### src/rtl/io_tx_buffer_if.sv
// io_tx_buffer_if
//   Groups the CPU write bus and the UART transmit handshake of io_tx_buffer.
//   slave  : the buffer (samples CPU bus and tx_ready, drives status and tx byte)
//   master : the environment (CPU side plus UART transmitter)
//   mem_a/mem_dout/mem_wr : CPU address, write data, write strobe
//   io_buffer_full        : backpressure to the CPU
//   tx_valid/tx_data/tx_ready : head byte handshake to the transmitter
//   program_done/drop_count   : stop terminator drained / overflow byte count
interface io_tx_buffer_if;
  logic [31:0] mem_a;
  logic [7:0]  mem_dout;
  logic        mem_wr;
  logic        io_buffer_full;
  logic        tx_valid;
  logic [7:0]  tx_data;
  logic        tx_ready;
  logic        program_done;
  logic [7:0]  drop_count;

  modport slave (
    input  mem_a, mem_dout, mem_wr, tx_ready,
    output io_buffer_full, tx_valid, tx_data, program_done, drop_count
  );

  modport master (
    output mem_a, mem_dout, mem_wr, tx_ready,
    input  io_buffer_full, tx_valid, tx_data, program_done, drop_count
  );
endinterface

### src/rtl/io_tx_buffer.sv
// io_tx_buffer
//   Circular byte FIFO between CPU I/O writes and a UART transmitter.
//   Writes to offset 0 queue non-zero bytes; a write to offset 4 queues a
//   0x00 terminator and stops further intake. program_done rises once the
//   terminator has been transmitted (or, if it was dropped, once the FIFO
//   drains).
//   Ports:
//     clk : system clock, rising edge
//     rst : asynchronous active-low reset
//     bus : io_tx_buffer_if.slave (CPU bus, tx handshake, status)
module io_tx_buffer #(
  parameter int unsigned DEPTH_LOG2  = 4,
  parameter int unsigned FULL_MARGIN = 2
) (
  input  logic              clk,
  input  logic              rst,
  io_tx_buffer_if.slave     bus
);

  localparam int unsigned DEPTH = 1 << DEPTH_LOG2;
  localparam int unsigned CW    = DEPTH_LOG2 + 1;
  localparam logic [CW-1:0] C_DEPTH   = CW'(DEPTH);
  localparam logic [CW-1:0] C_FULL_TH = CW'(DEPTH - FULL_MARGIN);

  typedef enum logic [1:0] {S_RUN, S_DRAIN, S_DONE} state_t;

  logic [7:0]            r_mem [DEPTH];
  logic [DEPTH-1:0]      r_mark;
  logic [DEPTH_LOG2-1:0] r_head, r_tail;
  logic [CW-1:0]         r_count, w_count_nxt;
  logic                  r_full;
  logic [7:0]            r_drop;
  logic                  r_stopped;
  logic                  r_stop_lost;
  state_t                r_state, w_state_nxt;

  logic       w_io_wr, w_is_data, w_is_stop, w_push_req, w_push_ok, w_pop;
  logic       w_term_pop;
  logic [7:0] w_push_byte;
  logic       w_unused_addr;

  assign w_unused_addr = ^{bus.mem_a[31:18], bus.mem_a[15:3]};

  assign w_io_wr     = bus.mem_wr && (bus.mem_a[17:16] == 2'b11) && !r_stopped;
  assign w_is_data   = (bus.mem_a[2:0] == 3'd0) && (bus.mem_dout != 8'h00);
  assign w_is_stop   = (bus.mem_a[2:0] == 3'd4);
  assign w_push_req  = w_io_wr && (w_is_data || w_is_stop);
  assign w_push_byte = w_is_stop ? 8'h00 : bus.mem_dout;
  assign w_pop       = (r_count != '0) && bus.tx_ready;
  assign w_push_ok   = w_push_req && ((r_count < C_DEPTH) || w_pop);
  assign w_term_pop  = w_pop && r_mark[r_head];

  always_comb begin
    w_count_nxt = r_count;
    if (w_push_ok && !w_pop)
      w_count_nxt = r_count + CW'(1);
    else if (!w_push_ok && w_pop)
      w_count_nxt = r_count - CW'(1);
  end

  // Storage and per-slot stop marks; every push rewrites the mark so stale
  // marks from earlier laps never survive.
  always_ff @(posedge clk) begin
    if (w_push_ok) begin
      r_mem[r_tail]  <= w_push_byte;
      r_mark[r_tail] <= w_is_stop;
    end
  end

  always_ff @(posedge clk or negedge rst) begin
    if (!rst) begin
      r_head      <= '0;
      r_tail      <= '0;
      r_count     <= '0;
      r_full      <= 1'b0;
      r_drop      <= '0;
      r_stopped   <= 1'b0;
      r_stop_lost <= 1'b0;
    end else begin
      if (w_push_ok) r_tail <= r_tail + DEPTH_LOG2'(1);
      if (w_pop)     r_head <= r_head + DEPTH_LOG2'(1);
      r_count <= w_count_nxt;
      r_full  <= (w_count_nxt >= C_FULL_TH);
      if (w_push_req && !w_push_ok && (r_drop != 8'hFF))
        r_drop <= r_drop + 8'd1;
      // A dropped terminator still stops intake; remember it so the FSM
      // can finish on empty instead of waiting for a marked slot.
      if (w_io_wr && w_is_stop) begin
        r_stopped <= 1'b1;
        if (!w_push_ok) r_stop_lost <= 1'b1;
      end
    end
  end

  always_ff @(posedge clk or negedge rst) begin
    if (!rst) r_state <= S_RUN;
    else      r_state <= w_state_nxt;
  end

  // The terminator can be popped the cycle after it is pushed, while the
  // state is still RUN, so a terminator pop finishes from RUN as well.
  always_comb begin
    w_state_nxt = r_state;
    unique case (r_state)
      S_RUN: begin
        if (w_term_pop)     w_state_nxt = S_DONE;
        else if (r_stopped) w_state_nxt = S_DRAIN;
      end
      S_DRAIN: begin
        if (w_term_pop || (r_stop_lost && (r_count == '0)))
          w_state_nxt = S_DONE;
      end
      S_DONE:  w_state_nxt = S_DONE;
      default: w_state_nxt = S_RUN;
    endcase
  end

  assign bus.tx_valid       = (r_count != '0);
  assign bus.tx_data        = (r_count != '0) ? r_mem[r_head] : 8'h00;
  assign bus.io_buffer_full = r_full;
  assign bus.drop_count     = r_drop;
  assign bus.program_done   = (r_state == S_DONE);

endmodule

### src/flat_wrapper.sv
// flat-port wrapper written by rule: the top's interface ports become plain ports
module io_tx_buffer_flat 
#(
  parameter int unsigned DEPTH_LOG2  = 4,
  parameter int unsigned FULL_MARGIN = 2
)
  (clk, rst, bus_mem_a, bus_mem_dout, bus_mem_wr, bus_tx_ready, bus_io_buffer_full, bus_tx_valid, bus_tx_data, bus_program_done, bus_drop_count);
  io_tx_buffer_if bus_i ();
  input  logic clk;
  input  logic rst;
  input wire logic [$bits(bus_i.mem_a)-1:0] bus_mem_a;
  input wire logic [$bits(bus_i.mem_dout)-1:0] bus_mem_dout;
  input wire logic [$bits(bus_i.mem_wr)-1:0] bus_mem_wr;
  input wire logic [$bits(bus_i.tx_ready)-1:0] bus_tx_ready;
  output wire logic [$bits(bus_i.io_buffer_full)-1:0] bus_io_buffer_full;
  output wire logic [$bits(bus_i.tx_valid)-1:0] bus_tx_valid;
  output wire logic [$bits(bus_i.tx_data)-1:0] bus_tx_data;
  output wire logic [$bits(bus_i.program_done)-1:0] bus_program_done;
  output wire logic [$bits(bus_i.drop_count)-1:0] bus_drop_count;
  assign bus_i.mem_a = bus_mem_a;
  assign bus_i.mem_dout = bus_mem_dout;
  assign bus_i.mem_wr = bus_mem_wr;
  assign bus_i.tx_ready = bus_tx_ready;
  assign bus_io_buffer_full = bus_i.io_buffer_full;
  assign bus_tx_valid = bus_i.tx_valid;
  assign bus_tx_data = bus_i.tx_data;
  assign bus_program_done = bus_i.program_done;
  assign bus_drop_count = bus_i.drop_count;
  io_tx_buffer #(.DEPTH_LOG2(DEPTH_LOG2), .FULL_MARGIN(FULL_MARGIN)) u_core (.clk(clk), .rst(rst), .bus(bus_i));
endmodule
### config.mk
export PLATFORM = sky130hd
export DESIGN_NAME = io_tx_buffer_flat
export DESIGN_NICKNAME = d
export VERILOG_FILES = /design/src/rtl/io_tx_buffer_if.sv /design/src/rtl/io_tx_buffer.sv /design/src/flat_wrapper.sv
export SDC_FILE = /design/constraint.sdc
export NUM_CORES = 1
export LEC_CHECK = 0
export ABC_AREA = 1
export CELL_PAD_IN_SITES_DETAIL_PLACEMENT = 1
export CELL_PAD_IN_SITES_GLOBAL_PLACEMENT = 2
export CORE_ASPECT_RATIO = 0.5
export CORE_UTILIZATION = 39
export CTS_CLUSTER_DIAMETER = 200
export CTS_CLUSTER_SIZE = 14
export DETAILED_ROUTE_END_ITERATION = 8
export GPL_TIMING_DRIVEN = 1
export PLACE_DENSITY = 0.82
export REMOVE_ABC_BUFFERS = 1
export SYNTH_ARGS = -nofsm -noshare
export SYNTH_HDL_FRONTEND = slang
export SYNTH_SLANG_ARGS = --single-unit
### constraint.sdc
create_clock -name clk -period 2.6 [get_ports clk]
set_input_delay 0.52 -clock clk [delete_from_list [all_inputs] [get_ports clk]]
set_output_delay 0.52 -clock clk [all_outputs]
set_load 0.02 [all_outputs]
== Word level (Yosys, flattened, before mapping) ==
Memories as Yosys holds them, arrays and structs flattened.
Cells that the tools add are included.
Storage, ports and cells
  bits in registers: 42
  RAM bits: 128
  input bits: 44
  output and inout bits: 19
  memories kept: 1
Memory list
  u_core.r_mem: words 16, width 8, rd ports 1, clocked after memory_dff 0, wr ports 1, RTL line io_tx_buffer.sv:27  | logic [7:0] r_mem [DEPTH];
Cells by class
  add/sub/neg operators: 5
  magnitude comparators: 5
  eq/ne operators: 7
  muxes and demuxes: 15
  bitwise logic cells: 1
  reduce and logical (&&, ||, !) cells: 27
Operators by type and width (count)
  $bwmux W16: 1
  $mux W8: 2
  $logic_and A1 B1 Y1: 14
  $lt A4 B5 Y1 const B: 2
  $mux W5: 2
  $add A4 B1 Y4 const B: 2
  $add A8 B1 Y8 const B: 1
  $ne A8 B8 Y1 const B: 1
  $reduce_bool A8 Y1: 1
  $mux W2: 3
  $pmux W2 S3: 1
  $add A5 B1 Y5 const B: 1
  $ge A5 B4 Y1 const B: 1
  $logic_not A5 Y1: 1
  $lt A5 B5 Y1 const B: 1
  $reduce_bool A5 Y1: 1
  $sub A5 B1 Y5 const B: 1
  $bmux W1 S4: 1
  $demux W1 S4: 1
  $eq A2 B2 Y1 const B: 2
  $ge A4 B1 Y1 const B: 1
  $mux W1: 4
  $reduce_and A2 Y1: 2
  $eq A3 B3 Y1 const B: 1
  8 further kinds: 12

== Depth between registers and ports, before layout ==
  depth after elaboration: 10
  depth in mapped cells: 14

== Worst setup path before layout ==
OpenSTA, ideal clock, no wires.
  kind: input-to-reg
  from: in bus_mem_a[1]
  to: reg u_core.r_mark[7] (enable)
  arrival: 2.039 ns
  required time: 2.213 ns
  setup slack: 0.175 ns
  stages on the path: 6
  path through: or2_1 > nor3_4 > nand2_4 > nor2_8 > nand2_1 > nor3_1
Between the ends
  cells in the longest elaborated chain, start to end: 5
  elaborated cells on any way between the ends: 6
  those cells by class: eq/ne (1); reduce/logical (5)
Ends and longest elaborated chain
  start: declaration: RTL line flat_wrapper.sv:11  | input wire logic [$bits(bus_i.mem_a)-1:0] bus_mem_a;
  $logic_not A3 Y1: RTL line io_tx_buffer.sv:45  | assign w_is_data = (bus.mem_a[2:0] == 3'd0) && (bus.mem_dout != 8'h00);
  $logic_and A1 B1 Y1: RTL line io_tx_buffer.sv:45
  $logic_or A1 B1 Y1 *: RTL line io_tx_buffer.sv:47  | assign w_push_req = w_io_wr && (w_is_data || w_is_stop);
  $logic_and A1 B1 Y1 *: RTL line io_tx_buffer.sv:47
  $logic_and A1 B1 Y1 *: RTL line io_tx_buffer.sv:50  | assign w_push_ok = w_push_req && ((r_count < C_DEPTH) || w_pop);
  end signal: indexed assignment: RTL line io_tx_buffer.sv:66  | r_mark[r_tail] <= w_is_stop;
  end: declaration: RTL line io_tx_buffer.sv:28  | logic [DEPTH-1:0] r_mark;
Mark *: on every way between the ends. The rest lies on a longest branch, timed or not.
A chain may end at the register's enable or synchronous reset.

== Worst setup path in the final report ==
  from: reg u_core.r_head[0]
  to: out bus_tx_data[3]
Between the ends
  cells in the longest elaborated chain, start to end: 2
Ends and longest elaborated chain
  start: declaration: RTL line io_tx_buffer.sv:29  | logic [DEPTH_LOG2-1:0] r_head, r_tail;
  start signal: assignment: RTL line io_tx_buffer.sv:81  | if (w_pop) r_head <= r_head + DEPTH_LOG2'(1);
  $mem_v2 Z16 W8
  $mux W8: RTL line io_tx_buffer.sv:119  | assign bus.tx_data = (r_count != '0) ? r_mem[r_head] : 8'h00;
  end: declaration: RTL line flat_wrapper.sv:17  | output wire logic [$bits(bus_i.tx_data)-1:0] bus_tx_data;
No other way between the ends.

==> out/results.txt <==
clock sink count: 170
final setup margin: 34.72 ps
minimum clock period: 2565 ps
final setup fails: 0
pin count of the biggest net entering global routing: 27
drt drc: 0
critical path startpoint category: register
drt pass-1 iters: 4
max-slew violation count: 0
Overall Power: 9313 uW
P_leak: 0.003457 uW
P_int: 5944 uW
Critical Path Sink Type: output pin
Post-DRT Antenna Nets: 0
row cnt: 34
DR iter-0 viols: 327
dpl hpwl: 12370 um
flops & latches, synth: 170
commonest non-fill, non-tap cell in the layout: edfxtp_1
crit path DAT: 2050 ps
CTS tree: yes
post-synthesis sequential area ratio: 68.35%
layout cells sized above 1: 17.78%
Syn Std Cell Area: 0.007278 sq mm
clk buf depth: 2
Worst Max-Slew Pin Slew: 1284 ps
Area Growth Syn to Fin: 25.18%
total gr overflow: 0
fill cell count: 1808
Design Area, Final: 0.009111 sq mm
Switching Fraction: 36.17%
Port Buf Inserts: 35
Post-Synthesis Cells: 615
Initial Utilization: 40.83%
FMAX: 389.8 MHz
sequential power share: 33.5%
Hold Slack: 466.4 ps
critical path class: reg -> out
CTS H-tree lvls: 4
wire per inst: 20.34 um
Netlist cell types: 34
PwrDens: 1022 mW/mm^2
synth warn: 0
Avg Cell Area, Syn: 11.83 sq um
clk slew on worst S/H paths: 70 ps
max cap viols: 0
crit share post-route: 98.66%
VDD IR max: 0.6012 mV
Vias/cell: 5.261
top post-synthesis cells by area: edfxtp_1 (59%), dfrtp_1 (8.9%), nor2_1 (5.4%), o21ai_0 (5.1%), nand2_1 (3.1%)
RSZ-0062 raised after global routing: true
routed vias: 5019
Crit. Startpoint: u_core.r_head[0]
hold_buf cts: 0
CTS Buf Count: 17
Post-DP Area: 0.008308 sq mm
Die X: 195.2 um
commonest non-fill, non-tap cells in the layout: edfxtp_1 (144), nor2_1 (104), o21ai_0 (68)
first-pass GRT wire length: 29510 um
CTS root buffer: clkbuf_16
placer's final routability congestion estimate: 0.7419
initial antenna violation count: 0
clk_lat worst skew: 440 ps
Logic pwr share: 38.1%
clock share of power: 28.5%
area fraction of the dominant cell type after synthesis: 59.41%
setup slack at placement: -187.8 ps
status: complete, no violations
gr usage total: 20.62%
Hold Crit Class: in -> async
n_diodes: 0
Reg-to-Reg Start: u_core.r_head[0]
dominant cell type by area after synthesis: edfxtp_1
core area: 0.01782 sq mm
I/O pin count: 63
final hold violations: 0
CP required: 2080 ps
clk_skew: 15.69 ps
Die Footprint: 0.01925 sq mm
Nets: 763
relative slew slack: 14.07%
net load switching power: 3369 uW
Crit Path Max Fanout: 10
chip height: 98.60 um
vias in the first global route: 5336
Routed WL: 19410 um
-- repair_timing --
item | CTS | global route
pin swaps | 2 | 11
buffers inserted | 0 | 8
endpoints found under the hold margin | 0 | 0
gates cloned | 0 | 3
resized for setup | 43 | 20
endpoints found under the setup margin | 9 | 7
-- state kept, by name, indices dropped and copies added (netlist names) --
signal                     cells
u_core.r_mark                 16
u_core.r_mem                 128
u_core.bus.io_buffer_full      1
u_core.r_head                  4
u_core.r_stop_lost             1
u_core.r_count                 5
u_core.r_state                 2
u_core.bus.drop_count          8
u_core.r_tail                  4
u_core.r_stopped               1
-- synthesized netlist by cell type --
cell type / number
edfxtp_1: 144
a21oi_1: 9
a31oi_1: 1
dfrtp_1: 26
clkinv_1: 2
nor3_4: 1
nand4_1: 4
o21ai_1: 1
buf_4: 3
ha_1: 12
clkinv_2: 1
o22ai_1: 6
xnor2_1: 5
nand3_1: 39
clkbuf_1: 13
buf_2: 10
inv_2: 2
o21ai_0: 74
nor2_1: 104
or2_1: 1
nand2_2: 3
nor3_1: 2
inv_4: 1
xor2_1: 12
nand2_1: 61
mux2_2: 1
buf_6: 1
nand2_4: 3
nand3_4: 1
inv_1: 43
o221ai_1: 26
nand3b_1: 1
nor2_4: 1
nor2_8: 1
-- final cells by class --
| class | instances | area [sq um] | area share, % |
|---|---|---|---|
| flip-flops and latches | 170 | 4976 | 54.61 |
| multi-input cells | 369 | 2006 | 22.01 |
| repair buffers | 100 | 1027 | 11.27 |
| clock buffers | 17 | 425.4 | 4.669 |
| well taps | 234 | 292.8 | 3.213 |
| clock inverters | 15 | 192.7 | 2.115 |
| inverters | 49 | 191.4 | 2.101 |
-- critical path: stages (launching register included) --
cell and delay, ps:
dfrtp_2 460, buf_4 180, buf_12 130, o21ai_1 80, o221ai_1 210, nand3_1 170
a21oi_2 210, buf_4 160
-- logic make-up (layout without fill, tap and decap cells) --
logic type      count (synthesis)  count (layout)  share of synthesized area [%]
compound gates                117             117                          9.507
buf+inv                        76             181                          4.401
fa+ha+maj                      12              12                          2.063
mux                             1               1                         0.1547
flops                         170             170                          68.35
simple gates                  222             222                          13.48
xor+xnor                       17              17                          2.046
-- through the flow --
| stage | utilization, % | TNS [ps] | cells |
|---|---|---|---|
| after floorplan | - | -3142 | 588 |
| after global placement | 46.61 | 0 | 911 |
| after detailed placement | 46.61 | -6841 | 911 |
| after CTS | 50.07 | -76.31 | 943 |
| after global routing | 51.12 | -365.7 | 954 |
| final | 51.12 | 0 | 954 |
-- layer usage --
| metal | vias to the layer above | GRT usage [%] | share of wire (%) |
|---|---|---|---|
| li1 | 2355 | - | - |
| met5 | - | 0 | 0 |
| met2 | 120 | 35.69 | 49 |
| met4 | 0 | 5.391 | 0.90 |
| met1 | 2526 | 26.74 | 45 |
| met3 | 18 | 4.038 | 4.6 |
-- final timing paths --
kind / slack [ps] / end / cells past startpoint
min in group clk: 470 / u_core.r_stop_lost / 2
max: 30 / bus_tx_data[3] / 7
min reg2reg: 470 / u_core.r_stop_lost / 2
max in group asynchronous: 1830 / u_core.r_head[0] / 2
max reg2reg: 480 / u_core.r_state[0] / 13
min: 470 / u_core.r_state[0] / 2
-- power by group through the flow --
stage	combinational (uW)	clock, uW	sequential [uW]
finish	3540	2650	3120
detailed placement	3190	0	3160
CTS	3180	2700	3110
global route	3830	2800	3130
global placement	3100	0	3160
floorplan	1430	0	3330
(Power assumes the default switching activity.)
